**config.mk**
```make
export PLATFORM = sky130hd
export DESIGN_NAME = event_phase_fsm
export DESIGN_NICKNAME = d
export VERILOG_FILES = /design/src/rtl/event_phase_fsm.sv
export SDC_FILE = /design/constraint.sdc
export NUM_CORES = 1
export LEC_CHECK = 0
export ABC_AREA = 1
export BUFFER_PORTS_ARGS = -buffer_cell sky130_fd_sc_hd__buf_2
export CAP_MARGIN = 20
export CORE_UTILIZATION = 50
export CTS_CLUSTER_SIZE = 25
export DETAILED_ROUTE_END_ITERATION = 10
export PLACE_DENSITY = 0.76
export SYNTH_ARGS = -nofsm -noshare
export SYNTH_HDL_FRONTEND = slang
export SYNTH_SLANG_ARGS = --single-unit
```
**constraint.sdc**
```tcl
create_clock -name clk -period 1.6 [get_ports clk]
set_input_delay 0.24 -clock clk [delete_from_list [all_inputs] [get_ports clk]]
set_output_delay 0.24 -clock clk [all_outputs]
set_load 0.01 [all_outputs]
```
**src/rtl/event_phase_fsm.sv**
```systemverilog
// event_phase_fsm
//   Generic phase/sequence tracker on a single-bit control input. The phase
//   advances by one on every qualified input event and wraps to 0 after the
//   last phase. `out` flags phases that fall inside a programmable window,
//   which may itself wrap around the end of the phase range.
//
// Ports
//   clk     rising-edge clock
//   rst     asynchronous, active-low reset
//   en      event enable; the phase holds while en=0
//   clr     synchronous clear of phase and wrap counter (wins over events)
//   in      event input
//   out     window output (Mealy: from next phase, Moore: from current phase)
//   state   current phase, registered
//   wrap    one-cycle pulse in the cycle after a last->0 wrap
//   cycles  saturating count of wraps
module event_phase_fsm #(
    parameter  int NUM_STATES = 4,
    parameter  int OUT_LO     = 2,
    parameter  int OUT_HI     = 3,
    parameter  int MEALY      = 1,
    parameter  int EDGE_MODE  = 0,
    parameter  int CNT_W      = 8,
    localparam int ST_W       = (NUM_STATES > 1) ? $clog2(NUM_STATES) : 1
) (
    input  logic             clk,
    input  logic             rst,
    input  logic             en,
    input  logic             clr,
    input  logic             in,
    output logic             out,
    output logic [ST_W-1:0]  state,
    output logic             wrap,
    output logic [CNT_W-1:0] cycles
);

    if (NUM_STATES < 2 || NUM_STATES > 256 ||
        OUT_LO < 0 || OUT_HI < 0 ||
        OUT_LO >= NUM_STATES || OUT_HI >= NUM_STATES) begin : g_bad_params
        $error("event_phase_fsm: illegal NUM_STATES/OUT_LO/OUT_HI combination");
    end

    localparam logic [ST_W-1:0] LAST = ST_W'(NUM_STATES - 1);

    // Window membership; OUT_LO > OUT_HI selects a window that wraps past
    // the last phase back into phase 0.
    function automatic logic win(input logic [ST_W-1:0] s);
        int v;
        v = int'(s);
        if (OUT_LO <= OUT_HI)
            return (v >= OUT_LO) && (v <= OUT_HI);
        else
            return (v >= OUT_LO) || (v <= OUT_HI);
    endfunction

    logic            in_d;
    logic            ev;
    logic            last;
    logic            wrap_cond;
    logic [ST_W-1:0] nxt;

    // en gates `in` first so an undriven input cannot leak X while disabled.
    // In edge mode an edge seen while en=0 is simply dropped.
    assign ev        = en & in & ((EDGE_MODE == 0) | ~in_d);
    assign last      = (state == LAST);
    assign wrap_cond = ~clr & ev & last;

    always_comb begin
        nxt = state;
        if (clr)
            nxt = '0;
        else if (ev)
            nxt = last ? '0 : state + ST_W'(1);
    end

    always_ff @(posedge clk or negedge rst) begin
        if (!rst) begin
            in_d   <= 1'b0;
            state  <= '0;
            wrap   <= 1'b0;
            cycles <= '0;
        end else begin
            in_d  <= in;
            state <= nxt;
            wrap  <= wrap_cond;
            if (clr)
                cycles <= '0;
            else if (wrap_cond && !(&cycles))
                cycles <= cycles + CNT_W'(1);
        end
    end

    if (MEALY != 0) begin : g_mealy
        // Combinational from the next phase; forced low while in reset so the
        // output never reflects a phase that the registers are not holding.
        assign out = rst & win(nxt);
    end else begin : g_moore
        logic out_q;
        always_ff @(posedge clk or negedge rst) begin
            if (!rst)
                out_q <= 1'b0;
            else
                out_q <= win(nxt);
        end
        assign out = out_q;
    end

endmodule

```
==> results of run 1 <==
through the flow:
stage | instance area, sq um | setup slack (ns) | utilization, %
2_1_floorplan | 674 | 0.265 | -
3_3_place_gp | 779 | 0.303 | 65.7
3_5_place_dp | 779 | 0.257 | 65.7
4_1_cts | 827 | -0.0135 | 69.7
5_1_grt | 840 | -0.0330 | 70.8
6_report | 840 | 0.0401 | 70.8
worst register-to-register path, cell delays in order, from the launching register on:
cell and delay [ns]:
sky130_fd_sc_hd__dfrtp_1 0.42, sky130_fd_sc_hd__ha_1 0.23, sky130_fd_sc_hd__nand2_2 0.11, sky130_fd_sc_hd__nor2_4 0.06
sky130_fd_sc_hd__nand2_4 0.07, sky130_fd_sc_hd__nand2_4 0.05, sky130_fd_sc_hd__nand2_4 0.09, sky130_fd_sc_hd__clkinv_4 0.08
sky130_fd_sc_hd__nand2_1 0.07, sky130_fd_sc_hd__nand2_1 0.06
synth_stat cells:
cell type	count
sky130_fd_sc_hd__nand3_1	3
sky130_fd_sc_hd__inv_1	10
sky130_fd_sc_hd__xor2_1	1
sky130_fd_sc_hd__bufinv_8	1
sky130_fd_sc_hd__o211a_1	1
sky130_fd_sc_hd__nor2_4	3
sky130_fd_sc_hd__nand2_2	3
sky130_fd_sc_hd__nand4_1	1
sky130_fd_sc_hd__nand2_4	3
sky130_fd_sc_hd__nor2_2	1
sky130_fd_sc_hd__ha_1	2
sky130_fd_sc_hd__nand3b_1	1
sky130_fd_sc_hd__nor3b_1	1
sky130_fd_sc_hd__o21ai_1	2
sky130_fd_sc_hd__clkinv_4	1
sky130_fd_sc_hd__a21oi_1	2
sky130_fd_sc_hd__nor2_1	8
sky130_fd_sc_hd__nand2_1	25
sky130_fd_sc_hd__dfrtp_1	11
sky130_fd_sc_hd__o21ai_0	2
sky130_fd_sc_hd__inv_2	1
sky130_fd_sc_hd__nor3_1	1
logic make-up (layout without fill, tap and decap cells):
group,after synthesis,count (layout),synth area share (%)
buffers and inverters,13,37,10.0
flip-flops,11,11,40.8
XOR/XNOR,1,1,1.30
adder cells (fa/ha/maj),2,2,3.71
AO/OA/AOI/OAI,7,7,5.94
AND/OR/NAND/NOR,50,50,38.2
report_power, final:
part | switching (W) | internal (W)
clock network | 0.0000950 | 0.0000963
logic | 0.0000332 | 0.0000286
registers | 0.00000286 | 0.000281
routing by layer:
layer / routed length, um / vias to the layer above
met2: 663 / 17
met4: 0 / 0
met1: 725 / 274
met3: 60 / 0
li1: - / 308
met5: 0 / -
layout make-up:
type / instances / area (sq um) / share of cell area (%)
inverters: 13 / 67.6 / 8.05
well taps: 14 / 17.5 / 2.09
repair buffers: 20 / 113 / 13.4
flip-flops and latches: 11 / 275 / 32.8
multi-input cells: 60 / 340 / 40.5
clock buffers: 4 / 26.3 / 3.13
sequential cells by signal, summed over array words and instances, names as in the netlist:
name / count
cycles: 8
state: 2
wrap: 1
path summary, 6_finish.rpt:
kind,from,endpoint,slack [ns]
worst min-delay path,clr,cycles[3]$_DFFE_PN0P_,0.26
worst max register to register,cycles[0]$_DFFE_PN0P_,cycles[6]$_DFFE_PN0P_,0.24
min in group asynchronous,rst,state[1]$_DFF_PN0_,0.45
max in group asynchronous,rst,wrap$_DFF_PN0_,1.00
worst min register to register,cycles[7]$_DFFE_PN0P_,cycles[7]$_DFFE_PN0P_,0.50
worst max-delay path,state[0]$_DFF_PN0_,out,0.04
repair_timing:
| action | in CTS | in global routing |
|---|---|---|
| hold buffers | 1 | 0 |
| setup buffers | 1 | 1 |
| endpoints found under the hold margin | 11 | 0 |
| setup endpoints to repair | 1 | 1 |
| pin swaps | 3 | 2 |
| gates resized for setup | 1 | 1 |
==> reports/metrics.cfg, run 1 <==
[critical_path]
reg2regPathDepth=9
cp_slowest_cell=sky130_fd_sc_hd__dfrtp_1
worst_ep_required_time_ns=1.36
start_kind=register
cp-end-kind=primary output
crit_path_max_incr_delay_ns=0.41
crit_path_cell_trace=ha_1 > o21ai_2 > nor3b_2 > buf_2
cp.depth=4
number_of_buffer_and_inverter_instances_along_the_worst_setup_path=1
critPathTopFamily=flip-flops
arrival_ns=1.32
critPathMaxFanout=3
critPathKind=reg -> out

[yosys]
synth_largest_type_area_fraction_pct=40.8
postSynthAreaPerCell_sq_um=8.03
cell_types_with_the_largest_area_share_after_synthesis=sky130_fd_sc_hd__dfrtp_1 41%, sky130_fd_sc_hd__nand2_1 14%, sky130_fd_sc_hd__inv_1 5.6%
netlist_instances=84
syn-num-nets=91
synth-seq-area-share_pct=40.8
ys.warnings.count=0
syn_area_sq_um=674
synthDominantAreaCellType=sky130_fd_sc_hd__dfrtp_1
synth-seq-cells=11
synth_cell_types=22

[clock_network]
clock_sinks=11
tritoncts_clock_tree=done
insertion_delay_ns=0.26
cts_buffer_depth=2
htree_num_levels=1
clkSlewWorstSetupHoldPaths_ns=0.07
ctsRootBufferMaster=sky130_fd_sc_hd__clkbuf_4
cts-buffers-inserted=3

[floorplanning]
io_pins=17
dieArea_sq_um=1500
die_y_um=38.7
initial_util_pct=56.9
die_w_um=38.7
core.rowCount=12
std_cell_core_area_sq_um=1190

[drt]
routed_wirelength_mm=1.45
route.antenna.remaining_nets=0
vias=599
avgViaCountPerCell=4.91
firstDrtPassIters=4
detailed_route_drc_error_count=0
post_drt_wl_per_cell_um=11.9
first_iter_violations=7

[hold_path]
hold_class=in -> reg
number_of_cells_on_the_worst_hold_path=4

[run_status]
status=finished clean

[finish]
synthesis_to_layout_area_growth_pct=24.5
n_fill_cell=99
most_common_cell_after_layout_fill_and_taps_aside=sky130_fd_sc_hd__nand2_1
drive_above_1_share_pct=34.3
post_layout_nonfiller_instances=122
layout_common_cells=25 x sky130_fd_sc_hd__nand2_1, 16 x sky130_fd_sc_hd__buf_2, 11 x sky130_fd_sc_hd__dfrtp_1, 10 x sky130_fd_sc_hd__inv_1, 8 x sky130_fd_sc_hd__nor2_1
num-nets-final=116
n_antenna_cell=0

[pwr]
p_total_w=0.000537
leakagePower_nw=0.494
power_per_cell_area_nw_per_um2=640
power.ir.vdd_worst_mv=0.547

[sta]
worst_slew_margin_rel_pct=84.4
finalCriticalPeriod_ns=1.56
grt_setup_unrepaired=true
final-setup-viol-count=0
holdWs_ns=0.258
totalNegativeSetupSlack_ns=0
slew_violations=0
timing.clock.skew_ns=0.00299
max_clock_freq_mhz=641
report.final.hold_viol_count=0
worst_pin_slew_ns=0.234
crit_share_post_route_pct=97.5

[global_routing]
grtUsageMet1_pct=28.6
overflow=0
grt_util_all_layers_pct=22.5
grt_start_max_net_pins=12
top_usage_layer=met2
gr-usage-met2_pct=35.8
met3_usage_pct=6.94
first_global_vias=546
wire_length_of_the_first_global_routing_pass_mm=2.21
initial_antenna_violation_count=0

[place]
dp_hpwl_mm=1.09
buffer_ports.inserted=16
numPlacedInstances=115
gp_routability_congestion=0.791

[job]
max_cap_viol_count=0

Note: power is estimated with default switching activity, not from simulation.
==> inputs of run 2 (changes only) <==
- ABC_AREA: 1 -> unset
- CORE_UTILIZATION: 50 -> 49
- PLACE_DENSITY: 0.76 -> 0.75
==> run 2 against run 1 <==
  * The run now ends with setup timing left
  * Critical path depth increased by 1
  * Combinational power fell by 21%
  * Non-clock buffer count grew 8
  * Critical path type unchanged
==> reports/metrics.cfg, run 2 <==
[sta]
worst_pin_slew_ns=0.263
slew_violations=0
worst_slew_margin_rel_pct=82.5
finalCriticalPeriod_ns=1.67
grt_setup_unrepaired=true
report.final.hold_viol_count=0
final-setup-viol-count=1
max_clock_freq_mhz=600
postLayoutSetupSlackWorst_ns=-0.0666
crit_share_post_route_pct=104
timing.clock.skew_ns=0.00186
holdWs_ns=0.264

[job]
max_cap_viol_count=0

[global_routing]
overflow=0
wire_length_of_the_first_global_routing_pass_mm=2.44
initial_antenna_violation_count=0
grt_start_max_net_pins=16
first_global_vias=572
grt_util_all_layers_pct=25.2

[yosys]
syn-num-nets=68
yosysMostFrequentCell=sky130_fd_sc_hd__dfrtp_1
most_instantiated_flip_flop_cell_in_the_synthesis_netlist=sky130_fd_sc_hd__dfrtp_1
syn_area_sq_um=638
cell_types_with_the_largest_area_share_after_synthesis=sky130_fd_sc_hd__dfrtp_1 43%, sky130_fd_sc_hd__a311oi_1 5.5%, sky130_fd_sc_hd__nor2_1 4.1%
netlist_instances=61
synth.cells.most_frequent=11 x sky130_fd_sc_hd__dfrtp_1, 7 x sky130_fd_sc_hd__nor2_1, 5 x sky130_fd_sc_hd__nand3_1
synthDominantAreaCellType=sky130_fd_sc_hd__dfrtp_1
synth_largest_type_area_fraction_pct=43.1
ys_async_sr_fraction_pct=100
synth_enable_flop_cells=0
synth_cell_types=26
synth-seq-area-share_pct=43.1
ys.warnings.count=0
synth-seq-cells=11
postSynthAreaPerCell_sq_um=10.5

[drt]
routed_wirelength_mm=1.59
vias=625
avgViaCountPerCell=5.90
detailed_route_drc_error_count=0
route.antenna.remaining_nets=0
firstDrtPassIters=4
post_drt_wl_per_cell_um=15.0
first_iter_violations=31

[finish]
drive_above_1_share_pct=43.5
most_common_cell_after_layout_fill_and_taps_aside=sky130_fd_sc_hd__buf_2
synthesis_to_layout_area_growth_pct=37.3
final-seq-area_sq_um=275
layout_common_cells=16 x sky130_fd_sc_hd__buf_2, 11 x sky130_fd_sc_hd__dfrtp_1, 11 x sky130_fd_sc_hd__buf_4, 7 x sky130_fd_sc_hd__nor2_1
largest_reg_flops=8
regs_by_ff_count=cycles: 8 flops, state: 2 flops, wrap: 1 flops
n_antenna_cell=0
top_register=cycles
n_fill_cell=89
post_layout_nonfiller_instances=106
area_taken_by_multi_input_logic_gates_sq_um=380
num-nets-final=100

[critical_path]
crit_path_cell_trace=ha_4 > nand3_2 > a21oi_2 > and2_1 > buf_2
cp_slowest_cell=sky130_fd_sc_hd__dfrtp_1
crit_path_end=out
start_kind=register
arrival_ns=1.43
critPathTopFamily=flip-flops
crit_path_max_incr_delay_ns=0.43
crit_start=state[0]$_DFF_PN0_
cp-end-kind=primary output
number_of_buffer_and_inverter_instances_along_the_worst_setup_path=1
cp.depth=5
reg2regPathDepth=4
critPathKind=reg -> out
worst_r2r_startpoint=cycles[0]$_DFFE_PN0P_
critPathMaxFanout=3
worst_r2r_endpoint=cycles[3]$_DFFE_PN0P_
worst_ep_required_time_ns=1.36
setup.reg_to_reg.worst_slack_ns=0.11

[place]
numPlacedInstances=100
gp_routability_congestion=0.912
buffer_ports.inserted=16
dp_hpwl_mm=1.12

[floorplanning]
die_w_um=38.1
std_cell_core_area_sq_um=1160
io_pins=17
dieArea_sq_um=1450
die_y_um=38.1
initial_util_pct=55.2
core.rowCount=12

[clock_network]
insertion_delay_ns=0.28
tritoncts_clock_tree=done
clock_sinks=11
cts-buffers-inserted=3
htree_num_levels=1
clkSlewWorstSetupHoldPaths_ns=0.08
ctsRootBufferMaster=sky130_fd_sc_hd__clkbuf_4
cts_buffer_depth=2

[pwr]
leakagePower_nw=0.443
power_per_cell_area_nw_per_um2=612
power.ir.vdd_worst_mv=0.489
p_total_w=0.000536

[run_status]
status=complete, but fails checks
violated_checks=setup timing

[hold_path]
hold_path.startpoint=en
hold_class=in -> reg

run 2: cell count changes in the layout (fill, tap and decap cells not counted), sizes merged, moves of 3 or more:
cell and delta:
nand2 -30, mux2 +3, inv -10, a311oi +4, and3 +3, o21ai -4
a21oi +3, nor2b +3, nand3 +3, nor2 -5, buf +8
run 2: area by class of cell:
cell class | instances | share of cell area (%)
clock buffers | 4 | 3.00
inverters | 1 | 0.429
multi-input cells | 48 | 43.4
flip-flops and latches | 11 | 31.4
well taps | 14 | 2.00
repair buffers | 28 | 19.7
run 2: power by group:
| part | total (W) | switching, W | internal (W) |
|---|---|---|---|
| Clock | 0.000203 | 0.000107 | 0.0000968 |
| Combinational | 0.0000488 | 0.0000281 | 0.0000207 |
| Sequential | 0.000284 | 0.00000361 | 0.000280 |
run 2: how the worst min path moves through the flow:
stage	endpoint	slack, ns	cells after the start
floorplan	cycles[0]$_DFFE_PN0P_	-0.06	0
global placement	state[0]$_DFF_PN0_	0.19	2
detailed placement	cycles[1]$_DFFE_PN0P_	0.20	2
CTS	state[1]$_DFF_PN0_	0.27	3
global route	state[1]$_DFF_PN0_	0.27	3
finish	state[1]$_DFF_PN0_	0.26	3
run 2: kinds of logic (layout without fill, tap and decap cells):
group | count (synthesis) | after routing | synth area share (%)
mux | 5 | 5 | 8.43
compound gates | 14 | 14 | 16.3
buf+inv | 2 | 33 | 1.37
flops | 11 | 11 | 43.1
fa+ha+maj | 2 | 2 | 3.92
simple gates | 27 | 27 | 26.9
run 2: through the flow:
step	util (%)	setup TNS, ns	cell area (sq um)	worst slack, ns
after floorplan	-	0	638	0.00578
after global placement	69.7	0	806	0.0961
after detailed placement	69.7	0	806	0.0611
after CTS	74.7	-0.0951	863	-0.0951
after global routing	75.8	-0.128	876	-0.128
final	75.8	-0.0666	876	-0.0666
run 2: worst register-to-register path, cell delays in order (launching register included):
cell and delay (ns):
sky130_fd_sc_hd__dfrtp_1 0.39, sky130_fd_sc_hd__ha_1 0.21, sky130_fd_sc_hd__and3_2 0.26, sky130_fd_sc_hd__a211oi_2 0.19
sky130_fd_sc_hd__mux2_1 0.34
run 2: layer usage:
metal | share of wire (%) | wire (um) | GRT usage (%) | vias to the layer above
met5 | 0 | 0 | 0 | -
met4 | 1.6 | 25 | 13.4 | 0
met3 | 6.5 | 103 | 5.23 | 4
met2 | 50 | 793 | 41.9 | 33
met1 | 42 | 670 | 30.1 | 293
li1 | - | - | - | 295
run 2: timing repair:
item	4_1_cts	5_1_grt
hold buffers	1	0
gates resized for setup	3	1
endpoints found under the setup margin	1	2
pin swaps	4	2
endpoints found under the hold margin	11	0
setup buffers	0	1
==> inputs of run 3 (changes only) <==
- SKIP_LAST_GASP: unset -> 1
- clock period: 1.6 -> 1.8 ns (I/O delays scaled with it)
==> run 3 against run 2 <==
  * Largest cell class unchanged
  * Sequential power decreased by 11%
  * Sequential cell count did not move
  * Cell area fell by 10%
  * Total power decreased by 16%
  * Routed wire length shrank 15%
  * Register-to-register slack better by 0.04 ns
  * Cell count shrank 8.5%
  * Highest routed layer unchanged
  * The flow now finishes without violations
  * Non-clock buffer count shrank 9
  * Clock-buffer cell count unchanged
  * Hold slack better by 0.082 ns
  * Critical path depth unchanged
  * Utilization down 7.8 points
  * Critical endpoint unchanged
==> reports/metrics.cfg, run 3 (synthesized netlist as in run 2, its figures left out) <==
[run_status]
status=finished clean

[critical_path]
worst_ep_required_time_ns=1.53
start_kind=register
cp_slowest_cell=sky130_fd_sc_hd__dfrtp_1
cp-end-kind=primary output
crit_path_max_incr_delay_ns=0.40
critPathMaxFanout=3
critPathKind=reg -> out
crit_path_cell_trace=ha_1 > nand3_1 > a21oi_2 > and2_1 > buf_2
arrival_ns=1.45

[drt]
post_drt_wl_per_cell_um=13.9
vias=566
detailed_route_drc_error_count=0
firstDrtPassIters=4
avgViaCountPerCell=5.84
first_iter_violations=12
routed_wirelength_mm=1.35
route.antenna.remaining_nets=0

[clock_network]
htree_num_levels=1
cts-buffers-inserted=3
insertion_delay_ns=0.26
cts_buffer_depth=2
ctsRootBufferMaster=sky130_fd_sc_hd__clkbuf_4
clkSlewWorstSetupHoldPaths_ns=0.07
tritoncts_clock_tree=done
clock_sinks=11

[sta]
report.final.hold_viol_count=0
max_clock_freq_mhz=582
worst_pin_slew_ns=0.293
worst_slew_margin_rel_pct=80.3
grt_setup_unrepaired=true
crit_share_post_route_pct=95.4
slew_violations=0
timing.clock.skew_ns=0.000626
holdWs_ns=0.346
final-setup-viol-count=0
finalCriticalPeriod_ns=1.72

[pwr]
seq_power_share_pct=55.6
power.ir.vdd_worst_mv=0.501
sw_frac_of_total_pct=22.5
p_switching_w=0.000102
cellInternalPower_w=0.000351
leakagePower_nw=0.397
power_per_cell_area_nw_per_um2=576
power_frac_comb_pct=8.4
p_clk_share_pct=36.0

[finish]
layout_common_cells=16 x sky130_fd_sc_hd__buf_2, 11 x sky130_fd_sc_hd__dfrtp_1, 7 x sky130_fd_sc_hd__nor2_1, 5 x sky130_fd_sc_hd__nand3_1, 4 x sky130_fd_sc_hd__a311oi_1
drive_above_1_share_pct=33.7
regs_by_ff_count=cycles: 8 flops, state: 2 flops, wrap: 1 flops
most_common_cell_after_layout_fill_and_taps_aside=sky130_fd_sc_hd__buf_2
largest_reg_flops=8
top_register=cycles
postLayoutCoreUtil_pct=68.0
n_antenna_cell=0
num-nets-final=91
synthesis_to_layout_area_growth_pct=23.1

[hold_path]
hold_class=in -> reg

[global_routing]
wire_length_of_the_first_global_routing_pass_mm=2.28
initial_antenna_violation_count=0
grt_start_max_net_pins=16
overflow=0
first_global_vias=487
grt_util_all_layers_pct=23.7

[floorplanning]
io_pins=17
std_cell_core_area_sq_um=1160
dieArea_sq_um=1450
initial_util_pct=55.2
core.rowCount=12
die_y_um=38.1
die_w_um=38.1

[place]
dp_hpwl_um=954
gp_routability_congestion=0.821
buffer_ports.inserted=16

[job]
max_cap_viol_count=0

[run 3: per-stage QoR]
stage / std cells / power [W] / setup WS, ns / setup TNS, ns / instance area, sq um
6_report: 97 / 0.000453 / 0.0820 / 0 / 786
5_1_grt: 97 / 0.000482 / -0.00885 / -0.00885 / 786
4_1_cts: 95 / 0.000458 / 0.0386 / 0 / 767
3_5_place_dp: 90 / 0.000289 / 0.149 / 0 / 731
3_3_place_gp: 90 / 0.000287 / 0.197 / 0 / 731
2_1_floorplan: 61 / 0.000271 / 0.206 / 0 / 638
[run 3: timing repair]
action,in CTS,in global routing
setup buffers,0,2
hold buffers,1,0
setup endpoints to repair,0,1
hold endpoints to repair,11,0
gates resized for setup,0,1
[run 3: path summary, 6_finish.rpt]
path                                       start                     to  slack [ns]  depth (start not counted)
max in group asynchronous                    rst  cycles[1]$_DFFE_PN0P_        1.19                          2
min reg2reg                cycles[4]$_DFFE_PN0P_  cycles[4]$_DFFE_PN0P_        0.59                          1
max reg2reg                cycles[0]$_DFFE_PN0P_  cycles[3]$_DFFE_PN0P_        0.15                          4
min                                           in         wrap$_DFF_PN0_        0.35                          3
min in group asynchronous                    rst  cycles[5]$_DFFE_PN0P_        0.40                          2
max                           state[0]$_DFF_PN0_                    out        0.08                          5
[run 3: per-layer routing]
metal / global-route usage (%) / routed length, um / up-vias
met3: 5.23 / 82 / 2
met4: 16.1 / 20 / 0
met5: 0 / 0 / -
met2: 32.2 / 611 / 24
li1: - / - / 280
met1: 32.8 / 635 / 260
[run 3: power by group through the flow]
stage	combinational, W	sequential [W]	clock, W
2_1_floorplan	0.0000130	0.000258	0
3_3_place_gp	0.0000310	0.000256	0
3_5_place_dp	0.0000321	0.000257	0
4_1_cts	0.0000337	0.000252	0.000172
5_1_grt	0.0000432	0.000252	0.000187
6_report	0.0000379	0.000252	0.000163
[run 3: area by class of cell]
cell class                      count  area (sq um)
Sequential cell                    11           275
Clock buffer                        4          26.3
Tap cell                           14          17.5
Fill cell                          99           370
Multi-Input combinational cell     48           358
Inverter                            1          3.75
Timing Repair Buffer               19           105
[run 3: worst max-delay path, delay by kind of cell (launching register included)]
| family | cells | cell delay (ns) |
|---|---|---|
| and+or+nand+nor | 2 | 0.22 |
| AOI/OAI and AO/OA | 1 | 0.16 |
| buffers and inverters | 1 | 0.12 |
| DFF | 1 | 0.40 |
| adders and majority gates | 1 | 0.28 |
